**config.mk**
```make
export PLATFORM = sky130hd
export DESIGN_NAME = seq_walker_p
export DESIGN_NICKNAME = d
export VERILOG_FILES = /design/src/rtl/seq_walker_p.sv
export SDC_FILE = /design/constraint.sdc
export NUM_CORES = 1
export LEC_CHECK = 0
export CAP_MARGIN = 20
export CORE_ASPECT_RATIO = 0.9
export CORE_MARGIN = 2
export CORE_UTILIZATION = 50
export CTS_CLUSTER_DIAMETER = 80
export DETAILED_ROUTE_END_ITERATION = 12
export PLACE_DENSITY = 0.81
export RECOVER_POWER = 25
export SLEW_MARGIN = 20
export SYNTH_ARGS = -nofsm -noshare
export SYNTH_HDL_FRONTEND = slang
export SYNTH_SLANG_ARGS = --single-unit
```
**constraint.sdc**
```tcl
create_clock -name clk -period 4.4 [get_ports clk]
set_clock_uncertainty 0.2 [all_clocks]
set_input_delay 0.44 -clock clk [delete_from_list [all_inputs] [get_ports clk]]
set_output_delay 0.44 -clock clk [all_outputs]
set_load 0.03 [all_outputs]
```
**src/rtl/seq_walker_p.sv**
```systemverilog
// rtl/seq_walker_p.sv - table-driven sequence walker with wrap/hold and mask-match flag
// Optional coverage outputs (z1_seen, hit_cyc) under `ifdef SEQ_WALKER_COVER_EN.
module seq_walker_p #(
  parameter int unsigned W     = 3,
  parameter int unsigned DEPTH = 8,
  parameter logic [W-1:0] MASK = W'(5),
  parameter int unsigned CNT_W = 8,
  localparam int unsigned IW   = $clog2(DEPTH)
) (
  input  logic             clk,
  input  logic             reset,
  input  logic             i1,
  input  logic             wr_en,
  input  logic [IW-1:0]    wr_idx,
  input  logic [W-1:0]     wr_data,
  input  logic             wr_last,
  output logic [W-1:0]     x,
  output logic [IW-1:0]    idx,
  output logic             z1,
  output logic             hold,
`ifdef SEQ_WALKER_COVER_EN
  output logic             z1_seen,
  output logic [15:0]      hit_cyc,
`endif
  output logic [CNT_W-1:0] wraps
);

  localparam logic [IW-1:0]    LAST_IDX = IW'(DEPTH - 1);
  localparam logic [CNT_W-1:0] CNT_MAX  = {CNT_W{1'b1}};

  logic [W-1:0]     val_q [DEPTH];
  logic [W-1:0]     val_d [DEPTH];
  logic [DEPTH-1:0] last_q, last_d;
  logic [IW-1:0]    idx_q, idx_d;
  logic             hold_q, hold_d;
  logic [CNT_W-1:0] wraps_q, wraps_d;

  assign x     = val_q[idx_q];
  assign z1    = ((x & MASK) == MASK);
  assign idx   = idx_q;
  assign hold  = hold_q;
  assign wraps = wraps_q;

  // Step decision reads pre-edge table; a same-cycle write lands alongside it.
  always_comb begin
    val_d   = val_q;
    last_d  = last_q;
    idx_d   = idx_q;
    hold_d  = hold_q;
    wraps_d = wraps_q;
    if (i1) begin
      if (last_q[idx_q]) begin
        idx_d  = '0;
        hold_d = 1'b0;
        if (wraps_q != CNT_MAX) begin
          wraps_d = wraps_q + 1'b1;
        end
      end else if (idx_q == LAST_IDX) begin
        hold_d = 1'b1;
      end else begin
        idx_d  = idx_q + 1'b1;
        hold_d = 1'b0;
      end
    end
    if (wr_en) begin
      val_d[wr_idx]  = wr_data;
      last_d[wr_idx] = wr_last;
    end
  end

  always_ff @(posedge clk) begin
    if (reset) begin
      for (int i = 0; i < int'(DEPTH); i++) begin
        val_q[i] <= '0;
      end
      last_q  <= '0;
      idx_q   <= '0;
      hold_q  <= 1'b0;
      wraps_q <= '0;
    end else begin
      for (int i = 0; i < int'(DEPTH); i++) begin
        val_q[i] <= val_d[i];
      end
      last_q  <= last_d;
      idx_q   <= idx_d;
      hold_q  <= hold_d;
      wraps_q <= wraps_d;
    end
  end

`ifdef SEQ_WALKER_COVER_EN
  logic        z1_seen_q, z1_seen_d;
  logic [15:0] hit_cyc_q, hit_cyc_d;

  assign z1_seen = z1_seen_q;
  assign hit_cyc = hit_cyc_q;

  // Cycle counter stops advancing once the property has been observed.
  always_comb begin
    z1_seen_d = z1_seen_q | z1;
    hit_cyc_d = hit_cyc_q;
    if (!z1_seen_q && hit_cyc_q != 16'hFFFF) begin
      hit_cyc_d = hit_cyc_q + 16'd1;
    end
  end

  always_ff @(posedge clk) begin
    if (reset) begin
      z1_seen_q <= 1'b0;
      hit_cyc_q <= '0;
    end else begin
      z1_seen_q <= z1_seen_d;
      hit_cyc_q <= hit_cyc_d;
    end
  end
`endif

endmodule
```
After elaboration in Yosys (flattened, before gate mapping) --
Index checks and enable logic that the tools add are counted. W data, S select, Z words.
Word-level totals: input bits 11, word-level logic and storage cells 45, flip-flop bits (word level) 44, output and inout port bits 16
Cells by class: reductions and logical operators 4, order comparisons 6, eq/ne operators 4, mux-type cells 15, bitwise operators 2, add/subtract/negate cells 2
Operators by type and width (count):
- $bwmux W24 | 1
- $mux W3 | 5
- $bmux W3 S3 | 1
- $demux W3 S3 | 1
- $add A8 B1 Y8 const B | 1
- $bwmux W8 | 1
- $ge A4 B4 Y1 const B | 2
- $lt A3 B4 Y1 const B | 2
- $ne A8 B8 Y1 const B | 1
- $not A3 Y4 | 2
- $lt A4 B1 Y1 const B | 1
- $mux W1 | 4
- $add A3 B1 Y3 const B | 1
- $bmux W1 S3 | 1
- $demux W1 S3 | 1
- $eq A3 B3 Y1 const B | 1
- $ge A3 B1 Y1 const B | 1
- $reduce_and A3 Y1 | 1
- $eq A2 B2 Y1 const B | 1
- $logic_and A1 B1 Y1 | 2
- $ne A2 B2 Y1 const B | 1
- $reduce_and A2 Y1 | 1

Depth between registers and ports, before layout --
depth in word-level cells 6, mapped depth 7, mapped depth without buffers 5

Least setup slack after synthesis --
No wires, ideal clock.
path kind reg2out, from register idx_q[1], in the netlist idx[1], to output port z1, arrival time 2.024 ns, setup slack 1.736 ns, data required time 3.760 ns, path buffers 1, stages on the path, launching flop included 5, path through dfxtp_1 -> clkbuf_1 -> mux4_2 -> mux2_2 -> and2_1
Between the ends: longest elaborated chain between the ends 5
Ends and longest elaborated chain:
- from (decl) | line 34 | logic [IW-1:0] idx_q, idx_d;
- from (signal assigned) | line 85 | idx_q <= idx_d;
- $not A3 Y4 (not written as such) | line 38 | assign x = val_q[idx_q];
- $bmux W3 S3 | line 38
- $mux W3 (not written as such) (2 in series) | line 38
- named net x[0] | line 17 | output logic [W-1:0] x,
- $eq A2 B2 Y1 | line 39 | assign z1 = ((x & MASK) == MASK);
- to (decl) | line 19 | output logic z1,
The timed path passes the listed nets, and every way through them passes these cells. The select of a mux whose other input is x is not followed.

Worst setup path in the final report --
from register idx_q[0], in the netlist idx[0], to output port z1
Between the ends: longest elaborated chain between the ends 5
Ends and longest elaborated chain (line):
- $not A3 Y4 (not written as such) | 38
- $bmux W3 S3 | 38
- $mux W3 (not written as such) (2 in series) | 38
- $eq A2 B2 Y1 | 39
No other way between the ends. The select of a mux whose other input is x is not followed.

==> flow_summary.json <==
{
  "proportion_of_register_bits_with_asynchronous_set_or_reset_after_synthesis_pct": 0,
  "postSynthAreaPerCell_um2": 10.0,
  "route.detailed.vias_per_inst": 5.79,
  "power-per-cell-area_nw_per_um2": 307,
  "reg2reg_to": "wraps[5]",
  "cts.hold.buffers_added": 0,
  "routabilityCongestion": 0.765,
  "drt_pass1_iterations": 4,
  "final_hold_viol_count": 0,
  "reg2reg_setup_slack_ns": 1.90,
  "synth.net_count": 226,
  "cts_tree": "built",
  "die_width_um": 72.8,
  "yosys_most_used_dff": "dfxtp_1",
  "cts_post_setup_buffers_inserted": 0,
  "nature_of_the_critical_path_endpoint": "primary output",
  "min_period_over_period_pct": 77.0,
  "grt_pass1_vias": 1453,
  "floorplan.initialDensity_pct": 52.2,
  "worstSetupStartpoint": "idx[0]",
  "final_max_slew_viol_count": 0,
  "htree_num_levels": 2,
  "final_net_count": 244,
  "min-delay-path-class": "reg2reg",
  "power.ir.vdd_worst_uv": 190,
  "vias": 1616,
  "peak_freq_ghz": 0.295,
  "postRouteWirelength_um": 4110,
  "grt.overflow.total": 0,
  "clk_pin_slew_worst_paths_ns": 0.08,
  "ctsLongestPathBuffers": 2,
  "number_of_antenna_violations_at_the_first_check_in_global_routing": 0,
  "placementRows": 22,
  "hold_start": "hold",
  "max_slew.worst_pin.slew_ns": 0.956,
  "totalNegativeSetupSlack_ns": 0,
  "dp_hpwl_um": 2800,
  "status": "completed",
  "slew_headroom_pct": 35.8,
  "final.min_clock_period_ns": 3.39,
  "design.portCount": 27,
  "synth_seq_area_share_pct": 41.4,
  "die-area_um2": 4790,
  "route.antenna.remaining_nets": 0,
  "post-place-ws_ns": 1.33,
  "grt_first_pass_wirelength_um": 6870,
  "setup_violating_endpoint_count_in_the_final_report": 0,
  "avgRoutedWirePerCell_um": 14.7,
  "instance_count_along_the_most_critical_hold_path": 2,
  "source_of_the_worst_register_to_register_timing_path": "idx[0]",
  "timing.reg2reg.worst_path_depth": 5,
  "report.power.total_uw": 759,
  "drc_violation_count_after_routing": 0,
  "number_of_flip_flops_and_latches_in_the_synthesized_netlist": 44,
  "grt_setup_unrepaired": "false",
  "grt_max_degree": 47,
  "final.fill_count": 327,
  "slowest_stage_delay_on_critical_path_ns": 0.79,
  "p_leak_nw": 0.985,
  "timing_worst_setup_path_type": "reg2out",
  "core_area_um2": 4070,
  "post-route-worst-setup-slack_ns": 1.01,
  "worst_path_max_delay_cell": "dfxtp_1",
  "antennaDiodeCount": 0,
  "layout-drive-gt1-share_pct": 9.52,
  "drtIter0Drc": 93,
  "crit_path_cell_trace": "mux4_1, mux2_2, and2_1, clkdlybuf4s50_1",
  "worst_setup_path_start_kind": "flip-flop",
  "max_cap_viol_count": 0,
  "die_h_um": 65.9,
  "gate_count_post_synth": 212,
  "place.port_buffers": 26,
  "synth_cell_type_count": 37,
  "clock_insertion_delay_worst_skew_ns": 0.29,
  "tritoncts.num_buffers": 5,
  "synth-warning-count": 0,
  "worstHoldEndpoint": "hold",
  "syn-cell-area_um2": 2130,
  "clkSinkCount": 44,
  "synth-edff-count": 0,
  "critical_path_required_ns": 3.76,
  "worst-endpoint-arrival_ns": 2.75,
  "grt.total_usage_pct": 18.9,
  "worstPathMaxFanout": 15,
  "post_cts_resize_count": 0,
  "hold_ws_ns": 0.254,
  "root_buffer_master": "clkbuf_8",
  "area_growth_pct": 16.4
}
## cell usage in the layout (no fill, tap or decap), types with 3 or more instances in the layout
cell / count
nor2_1: 38
a21oi_1: 3
nor2b_1: 3
nand4_1: 3
mux4_1: 4
clkbuf_8: 6
mux2_2: 6
nand3_1: 7
mux2i_1: 37
ha_1: 3
nand3b_1: 3
dfxtp_1: 44
inv_1: 3
a31oi_1: 3
nand2_1: 9
nand4b_1: 4
clkdlybuf4s50_1: 25
## power by group
group	switching, mW	internal (mW)	leakage (nW)
Sequential	0.0129	0.407	0.356
Combinational	0.0432	0.0389	0.583
Clock	0.129	0.128	0.0455
Total	0.185	0.574	0.985
## per-stage QoR
stage,cell area [um2],utilization [%],std cells
after detailed placement,2390,58.6,271
after global placement,2390,58.6,271
after floorplan,2130,-,212
after CTS,2480,60.8,279
final,2480,60.8,279
after global routing,2480,60.8,279
## cells by family after synthesis
group	count (synthesis)	share of synthesized area (%)
fa+ha+maj	3	1.76
compound gates	11	3.76
simple gates	86	21.6
buf+inv	19	3.76
mux	49	27.6
flops	44	41.4
## final cells by class
cell class	count	area (um2)	area share, %
clock buffers	8	90.1	3.64
inverters	3	11.3	0.455
multi-input cells	149	1170	47.1
flip-flops and latches	44	881	35.6
well taps	48	60.1	2.43
repair buffers	27	268	10.8
## cell usage after synthesis (2+ instances only)
master,n,share of area (%)
nor2_1,38,6.7
nand3b_1,3,1.1
o31ai_1,2,0.71
mux2_2,6,3.2
nor3_1,2,0.47
or4_1,2,0.71
dfxtp_1,44,41
a31oi_1,3,0.88
nand2_1,9,1.6
a21oi_1,3,0.71
nand4b_1,4,1.6
and3_1,2,0.59
clkbuf_1,13,2.3
nor3b_2,2,1.2
nand4_1,3,0.88
mux4_1,4,4.9
mux4_2,2,2.1
nor2b_1,3,0.88
nor4_1,2,0.59
ha_1,3,1.8
nand3_1,7,1.6
mux2i_1,37,17
inv_1,3,0.53
and2_1,2,0.59
## state kept, by name (all words and copies together), names as in the netlist
name and flops:
hold 1, idx 3, last_q 8, val_q 24, wraps 8
## worst max-delay path: cells and delay by family (launching register included)
family | cells | cell delay (ns)
multiplexers | 2 | 0.92
flip-flops | 1 | 0.79
buffers and inverters | 1 | 0.58
AND/OR/NAND/NOR | 1 | 0.15
## metal layers
| layer | vias to the layer above | share of wire [%] | track usage (%) | wire, um |
|---|---|---|---|---|
| met5 | - | 0 | 0 | 0 |
| met4 | 0 | 1.6 | 6.94 | 67 |
| met3 | 7 | 5.6 | 4.12 | 231 |
| met2 | 41 | 45 | 30.2 | 1860 |
| met1 | 771 | 48 | 25.0 | 1950 |
| li1 | 797 | - | - | - |
## worst max path at each step
stage / to / depth (start not counted)
2_1_floorplan: z1 / 4
3_3_place_gp: z1 / 4
3_5_place_dp: z1 / 4
4_1_cts: z1 / 4
5_1_grt: z1 / 4
6_report: z1 / 4
Note: power is estimated with default switching activity, not from simulation.
